### config.mk
export PLATFORM = sky130hd
export DESIGN_NAME = lpc_postcode_hist_flat
export DESIGN_NICKNAME = d
export VERILOG_FILES = /design/src/rtl/lpc_postcode_hist_pkg.sv /design/src/rtl/lpc_postcode_hist_if.sv /design/src/rtl/lpc_postcode_hist_fifo.sv /design/src/rtl/lpc_postcode_hist.sv /design/src/flat_wrapper.sv
export SDC_FILE = /design/constraint.sdc
export NUM_CORES = 1
export LEC_CHECK = 0
export ABC_AREA = 1
export CELL_PAD_IN_SITES_DETAIL_PLACEMENT = 0
export CELL_PAD_IN_SITES_GLOBAL_PLACEMENT = 2
export CORE_AREA = 4 4 149 151
export CTS_CLUSTER_SIZE = 8
export DETAILED_ROUTE_END_ITERATION = 10
export DIE_AREA = 0 0 153 155
export PLACE_DENSITY_LB_ADDON = 0.1
export SYNTH_ARGS = -nofsm -noshare
export SYNTH_HDL_FRONTEND = slang
export SYNTH_SLANG_ARGS = --single-unit
### constraint.sdc
create_clock -name lclk -period 3.55 [get_ports lclk]
set_clock_uncertainty 0.05 [all_clocks]
set_input_delay 0.71 -clock lclk [delete_from_list [all_inputs] [get_ports lclk]]
set_output_delay 0.71 -clock lclk [all_outputs]
set_load 0.05 [all_outputs]
### src/rtl/lpc_postcode_hist_pkg.sv
// lpc_pkg: shared LPC addresses, status/control bit positions and helpers.
package lpc_pkg;
    localparam logic [15:0] LPC_POST_ADD = 16'h0080;
    localparam logic [15:0] LPC_COM0_ADD = 16'h03F8;
    localparam int ST_OVF = 7;
    localparam int ST_EMPTY = 6;
    localparam int ST_FULL = 5;
    localparam int ST_CNT_MSB = 4;
    localparam int CTRL_CLR = 0;
    function automatic logic [4:0] sat_cnt(input logic [6:0] c);
        return c > 7'd31 ? 5'd31 : c[4:0];
    endfunction
endpackage

### src/rtl/lpc_postcode_hist_if.sv
// lpc_postcode_hist_if: LPC_Peri backend bus as seen by an I/O peripheral.
interface lpc_postcode_hist_if;
    logic        lpc_en;
    logic [15:0] lpc_addr;
    logic [7:0]  lpc_wdata;
    logic        io_wren;
    logic        io_rden;
    logic        addr_hit;
    logic [7:0]  rdata;
    modport master (output lpc_en, lpc_addr, lpc_wdata, io_wren, io_rden, input addr_hit, rdata);
    modport slave (input lpc_en, lpc_addr, lpc_wdata, io_wren, io_rden, output addr_hit, rdata);
endinterface

### src/rtl/lpc_postcode_hist_fifo.sv
// postcode_fifo: synchronous history FIFO with drop-oldest or drop-newest full policy.
module postcode_fifo #(
    parameter int WIDTH = 8,
    parameter int DEPTH = 16,
    parameter bit OVERWRITE = 1,
    localparam int AW = $clog2(DEPTH)
) (
    input  logic             clk,
    input  logic             rst,
    input  logic             push,
    input  logic             pop,
    input  logic             clr,
    input  logic [WIDTH-1:0] din,
    output logic [WIDTH-1:0] dout,
    output logic [AW:0]      count,
    output logic             full,
    output logic             empty,
    output logic             ovf
);
    logic [WIDTH-1:0] mem [DEPTH];
    logic [AW-1:0] wptr, rptr;
    logic pop_ok, wr, adv;
    always_comb begin
        full = count == (AW+1)'(DEPTH);
        empty = count == '0;
        pop_ok = pop & ~empty;
        wr = push & (~full | pop_ok | OVERWRITE);
        // a full overwrite retires the oldest entry so count stays at DEPTH
        adv = pop_ok | (push & full & ~pop_ok & OVERWRITE);
        dout = mem[rptr];
    end
    always_ff @(posedge clk) begin
        if (rst | clr) begin
            wptr <= '0;
            rptr <= '0;
            count <= '0;
            ovf <= 1'b0;
        end else begin
            if (wr) wptr <= wptr + 1'b1;
            if (adv) rptr <= rptr + 1'b1;
            count <= count + (AW+1)'(wr) - (AW+1)'(adv);
            if (push & full & ~pop_ok) ovf <= 1'b1;
        end
    end
    always_ff @(posedge clk)
        if (wr) mem[wptr] <= din;
endmodule

### src/rtl/lpc_postcode_hist.sv
// lpc_postcode_hist: multi-port POST code capture with history FIFO and LED bar drive.
module lpc_postcode_hist
    import lpc_pkg::*;
#(
    parameter logic [15:0] BASE_ADDR = LPC_POST_ADD,
    parameter int NPORTS = 2,
    parameter int DEPTH = 16,
    parameter logic [15:0] HIST_ADDR = 16'h0084,
    parameter bit OVERWRITE = 1,
    parameter bit DEDUP = 0,
    localparam int CW = $clog2(DEPTH) + 1
) (
    input  logic                lclk,
    input  logic                lreset,
    lpc_postcode_hist_if.slave  bus,
    output logic [8*NPORTS-1:0] postcode,
    output logic [7:0]          seg7_led,
    output logic [CW-1:0]       hist_count,
    output logic                hist_ovf
);
    logic wr_q, rd_q, wr_blk, rd_blk, wr_ev, rd_ev;
    logic port_hit, hist_hit, stat_hit, push, pop, clr, accept, full, empty, last_vld;
    logic [15:0] off;
    logic [1:0] idx;
    logic [7:0] last, dout, status, rd_mux;
    always_comb begin
        off = bus.lpc_addr - BASE_ADDR;
        idx = off[1:0];
        port_hit = off < 16'(NPORTS);
        hist_hit = bus.lpc_addr == HIST_ADDR;
        stat_hit = bus.lpc_addr == HIST_ADDR + 16'd1;
        bus.addr_hit = port_hit | hist_hit | stat_hit;
        wr_ev = bus.lpc_en & bus.io_wren & ~wr_q & ~wr_blk;
        rd_ev = bus.lpc_en & bus.io_rden & ~rd_q & ~rd_blk;
        push = wr_ev & port_hit & (idx == 2'd0) & ~(DEDUP & last_vld & (last == bus.lpc_wdata));
        pop = rd_ev & hist_hit;
        clr = wr_ev & stat_hit & bus.lpc_wdata[CTRL_CLR];
        accept = push & (~full | pop | OVERWRITE);
        status = '0;
        status[ST_OVF] = hist_ovf;
        status[ST_EMPTY] = empty;
        status[ST_FULL] = full;
        status[ST_CNT_MSB:0] = sat_cnt(7'(hist_count));
        rd_mux = hist_hit ? (empty ? 8'hFF : dout) : stat_hit ? status : postcode[8*idx +: 8];
        seg7_led = ~postcode[7:0];
    end
    // *_blk masks a strobe that was already high across reset until it drops
    always_ff @(posedge lclk) begin
        wr_q <= ~lreset & bus.io_wren;
        rd_q <= ~lreset & bus.io_rden;
        wr_blk <= lreset ? bus.io_wren : wr_blk & bus.io_wren;
        rd_blk <= lreset ? bus.io_rden : rd_blk & bus.io_rden;
        if (lreset) begin
            postcode <= '0;
            bus.rdata <= 8'hFF;
            last <= '0;
            last_vld <= 1'b0;
        end else begin
            if (wr_ev & port_hit) postcode[8*idx +: 8] <= bus.lpc_wdata;
            if (rd_ev & bus.addr_hit) bus.rdata <= rd_mux;
            if (accept) begin
                last <= bus.lpc_wdata;
                last_vld <= 1'b1;
            end
        end
    end
    postcode_fifo #(.WIDTH(8), .DEPTH(DEPTH), .OVERWRITE(OVERWRITE)) u_fifo (
        .clk(lclk),
        .rst(lreset),
        .push(push),
        .pop(pop),
        .clr(clr),
        .din(bus.lpc_wdata),
        .dout(dout),
        .count(hist_count),
        .full(full),
        .empty(empty),
        .ovf(hist_ovf)
    );
endmodule

### src/flat_wrapper.sv
// flat-port wrapper written by rule: the top's interface ports become plain ports
module lpc_postcode_hist_flat import lpc_pkg::*;
#(
    parameter logic [15:0] BASE_ADDR = LPC_POST_ADD,
    parameter int NPORTS = 2,
    parameter int DEPTH = 16,
    parameter logic [15:0] HIST_ADDR = 16'h0084,
    parameter bit OVERWRITE = 1,
    parameter bit DEDUP = 0,
    localparam int CW = $clog2(DEPTH) + 1
)
  (lclk, lreset, postcode, seg7_led, hist_count, hist_ovf, bus_lpc_en, bus_lpc_addr, bus_lpc_wdata, bus_io_wren, bus_io_rden, bus_addr_hit, bus_rdata);
  lpc_postcode_hist_if bus_i ();
  input  logic lclk;
  input  logic lreset;
  output logic [8*NPORTS-1:0] postcode;
  output logic [7:0] seg7_led;
  output logic [CW-1:0] hist_count;
  output logic hist_ovf;
  input wire logic [$bits(bus_i.lpc_en)-1:0] bus_lpc_en;
  input wire logic [$bits(bus_i.lpc_addr)-1:0] bus_lpc_addr;
  input wire logic [$bits(bus_i.lpc_wdata)-1:0] bus_lpc_wdata;
  input wire logic [$bits(bus_i.io_wren)-1:0] bus_io_wren;
  input wire logic [$bits(bus_i.io_rden)-1:0] bus_io_rden;
  output wire logic [$bits(bus_i.addr_hit)-1:0] bus_addr_hit;
  output wire logic [$bits(bus_i.rdata)-1:0] bus_rdata;
  assign bus_i.lpc_en = bus_lpc_en;
  assign bus_i.lpc_addr = bus_lpc_addr;
  assign bus_i.lpc_wdata = bus_lpc_wdata;
  assign bus_i.io_wren = bus_io_wren;
  assign bus_i.io_rden = bus_io_rden;
  assign bus_addr_hit = bus_i.addr_hit;
  assign bus_rdata = bus_i.rdata;
  lpc_postcode_hist #(.BASE_ADDR(BASE_ADDR), .NPORTS(NPORTS), .DEPTH(DEPTH), .HIST_ADDR(HIST_ADDR), .OVERWRITE(OVERWRITE), .DEDUP(DEDUP)) u_core (.lclk(lclk), .lreset(lreset), .bus(bus_i), .postcode(postcode), .seg7_led(seg7_led), .hist_count(hist_count), .hist_ovf(hist_ovf));
endmodule
==> summary.txt <==
Tcrit/Tclk final = 0.870
M2 GR Usage = 0.303
First-pass iteration count of the detailed router = 5
Initial core utilization = 0.367
HPWL after DPL = 14,300 um
CP endpoint kind = output port
Fmax = 324 MHz
DR WL/cell = 18.5 um
FF+latch count, synth = 174
Slowest library cell on the worst path = clkdlybuf4s50_1
Largest net degree at the start of global routing = 65
CTS clock-pin slew for the worst setup and hold paths = 70 ps
Final hold vios = 0
CP peak stage delay = 500 ps
RR Startpoint = u_core.u_fifo.count[2]
ANT cells = 0
Minimum clock period = 3090 ps
Remaining DRCs = 0
Max clock buf depth = 2
RSZ-0062 raised after global routing = no
Met1 usage = 0.231
Die ar. = 0.0237 mm^2
ANT nets after route = 0
Vias in the first global route = 5,568
Tot GR Track Use = 0.178
Ordered cell list for the critical path = clkdlybuf4s50_1 -> inv_1 -> ha_1 -> nand2_1 -> nor2_1 -> nand3_2 -> nor2_4 -> nand3b_2 -> buf_4
Worst path buffer plus inverter count = 3
Clock Power Share = 0.432
Critical Path RT = 2790 ps
Maxcap violations = 0
Ports = 68
NetSw = 0.000924 W
Slew Viols, Final = 0
Syn_nets = 793
Lkg Pwr = 3.35 nW
Hold Crit Class = flip-flop to flip-flop
Worst setup path category = primary input to output port
Layout Nets = 885
Reg2reg setup slack = 810 ps
Core area = 0.0208 mm^2
Final setup viols = 0
Worst-path fanout max = 4
Mapped Area = 0.00764 mm^2
Final WL = 20,900 um
Worst VDD drop = 290 uV
Post-synth EDFFs = 128
Setup TNS = 0 ps
Vias = 5,592
CTS Buf Count = 17
YS warnings = 0
M3 GR Usage = 0.0373
Gr busiest metal = met2
Sequential power share = 0.535
PwrDens = 437 mW/mm^2
CTS resizes = 0
Height of the die = 155 um
Register area share after synthesis = 0.624
Global route overflow = 0
Layout area overhead = 22.0%
Commonest cells after routing, fill and taps aside = 167 x nor2_1, 128 x edfxtp_1, 75 x nand2_1
Total power = 0.00408 W
Finished Layout Cells = 1,129
CTS tree = built
Worst Setup SP = bus_lpc_addr[7]
Critical path depth = 9
Mapped Avg Cell Area = 10.2 um^2
Cell Rows = 53
Fraction of layout cells with a size suffix above 1 = 0.122
Outcome = finished clean
CTS Hold Bufs = 0
CP startpoint kind = primary input
Int Power = 0.00315 W
CTS root buf = clkbuf_16
Hold path cells = 2
Initial antenna violation count = 0
First-pass GRT wire length = 31,900 um
Sink Count = 174
RePlAce Congestion = 0.818
Async SR Flop Fraction = 0
Worst skew pair latency = 420 ps
Worst slew margin = 0.426
Design area = 0.00932 mm^2
Most common cell after layout, fill and taps aside = nor2_1
1st-iter DRT viols = 293
DP Area = 0.00876 mm^2
CP delay by family, top = buffers and inverters
CTS HTree Levels = 4
Combinational share of power = 0.033
# port buffers = 67
Distinct cells, synth = 35
Arrival @ worst endpoint = 2330 ps
Worst-margin pin slew = 858 ps
Sw Share = 0.227
Vias/cell = 4.95
Post-CTS setup buffers = 0
Final core occ = 0.447
Hold_sp = u_core.rd_blk
Cells after Synth = 749
Dpl cells = 1,097
Main synth FF type = edfxtp_1
Worst r2r path cells = 12
Die Wd = 153 um
[worst min-delay path: cells and delay by family, from the launching register on]
kind,cells,cell delay (ps)
AND/OR/NAND/NOR,2,110
flip-flops,1,330
[final timing paths]
| check | to |
|---|---|
| setup / recovery | bus_addr_hit |
| setup reg to reg | u_core.u_fifo.count[4] |
| hold / removal | u_core.rd_blk |
| hold reg to reg | u_core.rd_blk |
[Yosys cell counts, types with 7 or more instances]
| master | n | area (um^2) |
|---|---|---|
| o21ai_0 | 56 | 280 |
| nand4_1 | 7 | 43.8 |
| dfxtp_1 | 46 | 921 |
| o211ai_1 | 22 | 165 |
| nand2_1 | 75 | 282 |
| a211oi_2 | 10 | 125 |
| clkbuf_1 | 15 | 56.3 |
| ha_1 | 14 | 175 |
| o21ai_1 | 20 | 100 |
| inv_1 | 47 | 176 |
| buf_2 | 11 | 55.1 |
| edfxtp_1 | 128 | 3840 |
| nor2_1 | 167 | 627 |
| a21oi_1 | 36 | 180 |
| nand3_1 | 52 | 260 |
[power groups by stage]
| stage | registers (W) | logic (W) | clock network (W) |
|---|---|---|---|
| detailed placement | 0.00223 | 0.000136 | 0 |
| global placement | 0.00223 | 0.000135 | 0 |
| floorplan | 0.00223 | 0.0000467 | 0 |
| CTS | 0.00218 | 0.000136 | 0.00180 |
| global route | 0.00218 | 0.000148 | 0.00190 |
| finish | 0.00218 | 0.000134 | 0.00176 |
[metrics by stage]
step	hold slack, ps	worst slack, ps
final	422	460
after global routing	450	370
after CTS	429	449
after detailed placement	412	159
after global placement	403	196
after floorplan	392	570
[metal layers]
| metal | routed length [um] | up-vias |
|---|---|---|
| met3 | 636 | 19 |
| met5 | 0 | - |
| met1 | 9630 | 2681 |
| li1 | - | 2773 |
| met4 | 379 | 0 |
| met2 | 10300 | 119 |
[state kept, by name (all words and copies together) (netlist names), named ones only]
name and flops:
u_core.wr_blk 1, u_core.u_fifo.wptr 4, u_core.u_fifo.count 5, u_core.postcode 16
u_core.u_fifo.rptr 4, u_core.wr_q 1, u_core.rd_q 1, u_core.bus.rdata 8
u_core.u_fifo.mem 128, u_core.u_fifo.ovf 1, u_core.rd_blk 1
[cell families (layout without fill, tap and decap cells)]
logic type | after synthesis | in the layout | synth area share
AOI/OAI and AO/OA | 152 | 152 | 0.119
buffers and inverters | 89 | 194 | 0.0521
adders and majority gates | 15 | 15 | 0.0256
xor gates and xnor gates | 1 | 1 | 0.00115
and+or+nand+nor | 318 | 318 | 0.178
DFF | 174 | 174 | 0.624
[final cells by class]
cell class / instances / area, um^2
Multi-Input combinational cell: 486 / 2470
Tap cell: 275 / 344
Sequential cell: 174 / 4770
Clock inverter: 15 / 129
Timing Repair Buffer: 107 / 968
Clock buffer: 17 / 425
Inverter: 55 / 211
Fill cell: 2009 / 11500
No activity file was read; power rests on OpenSTA's default activity.
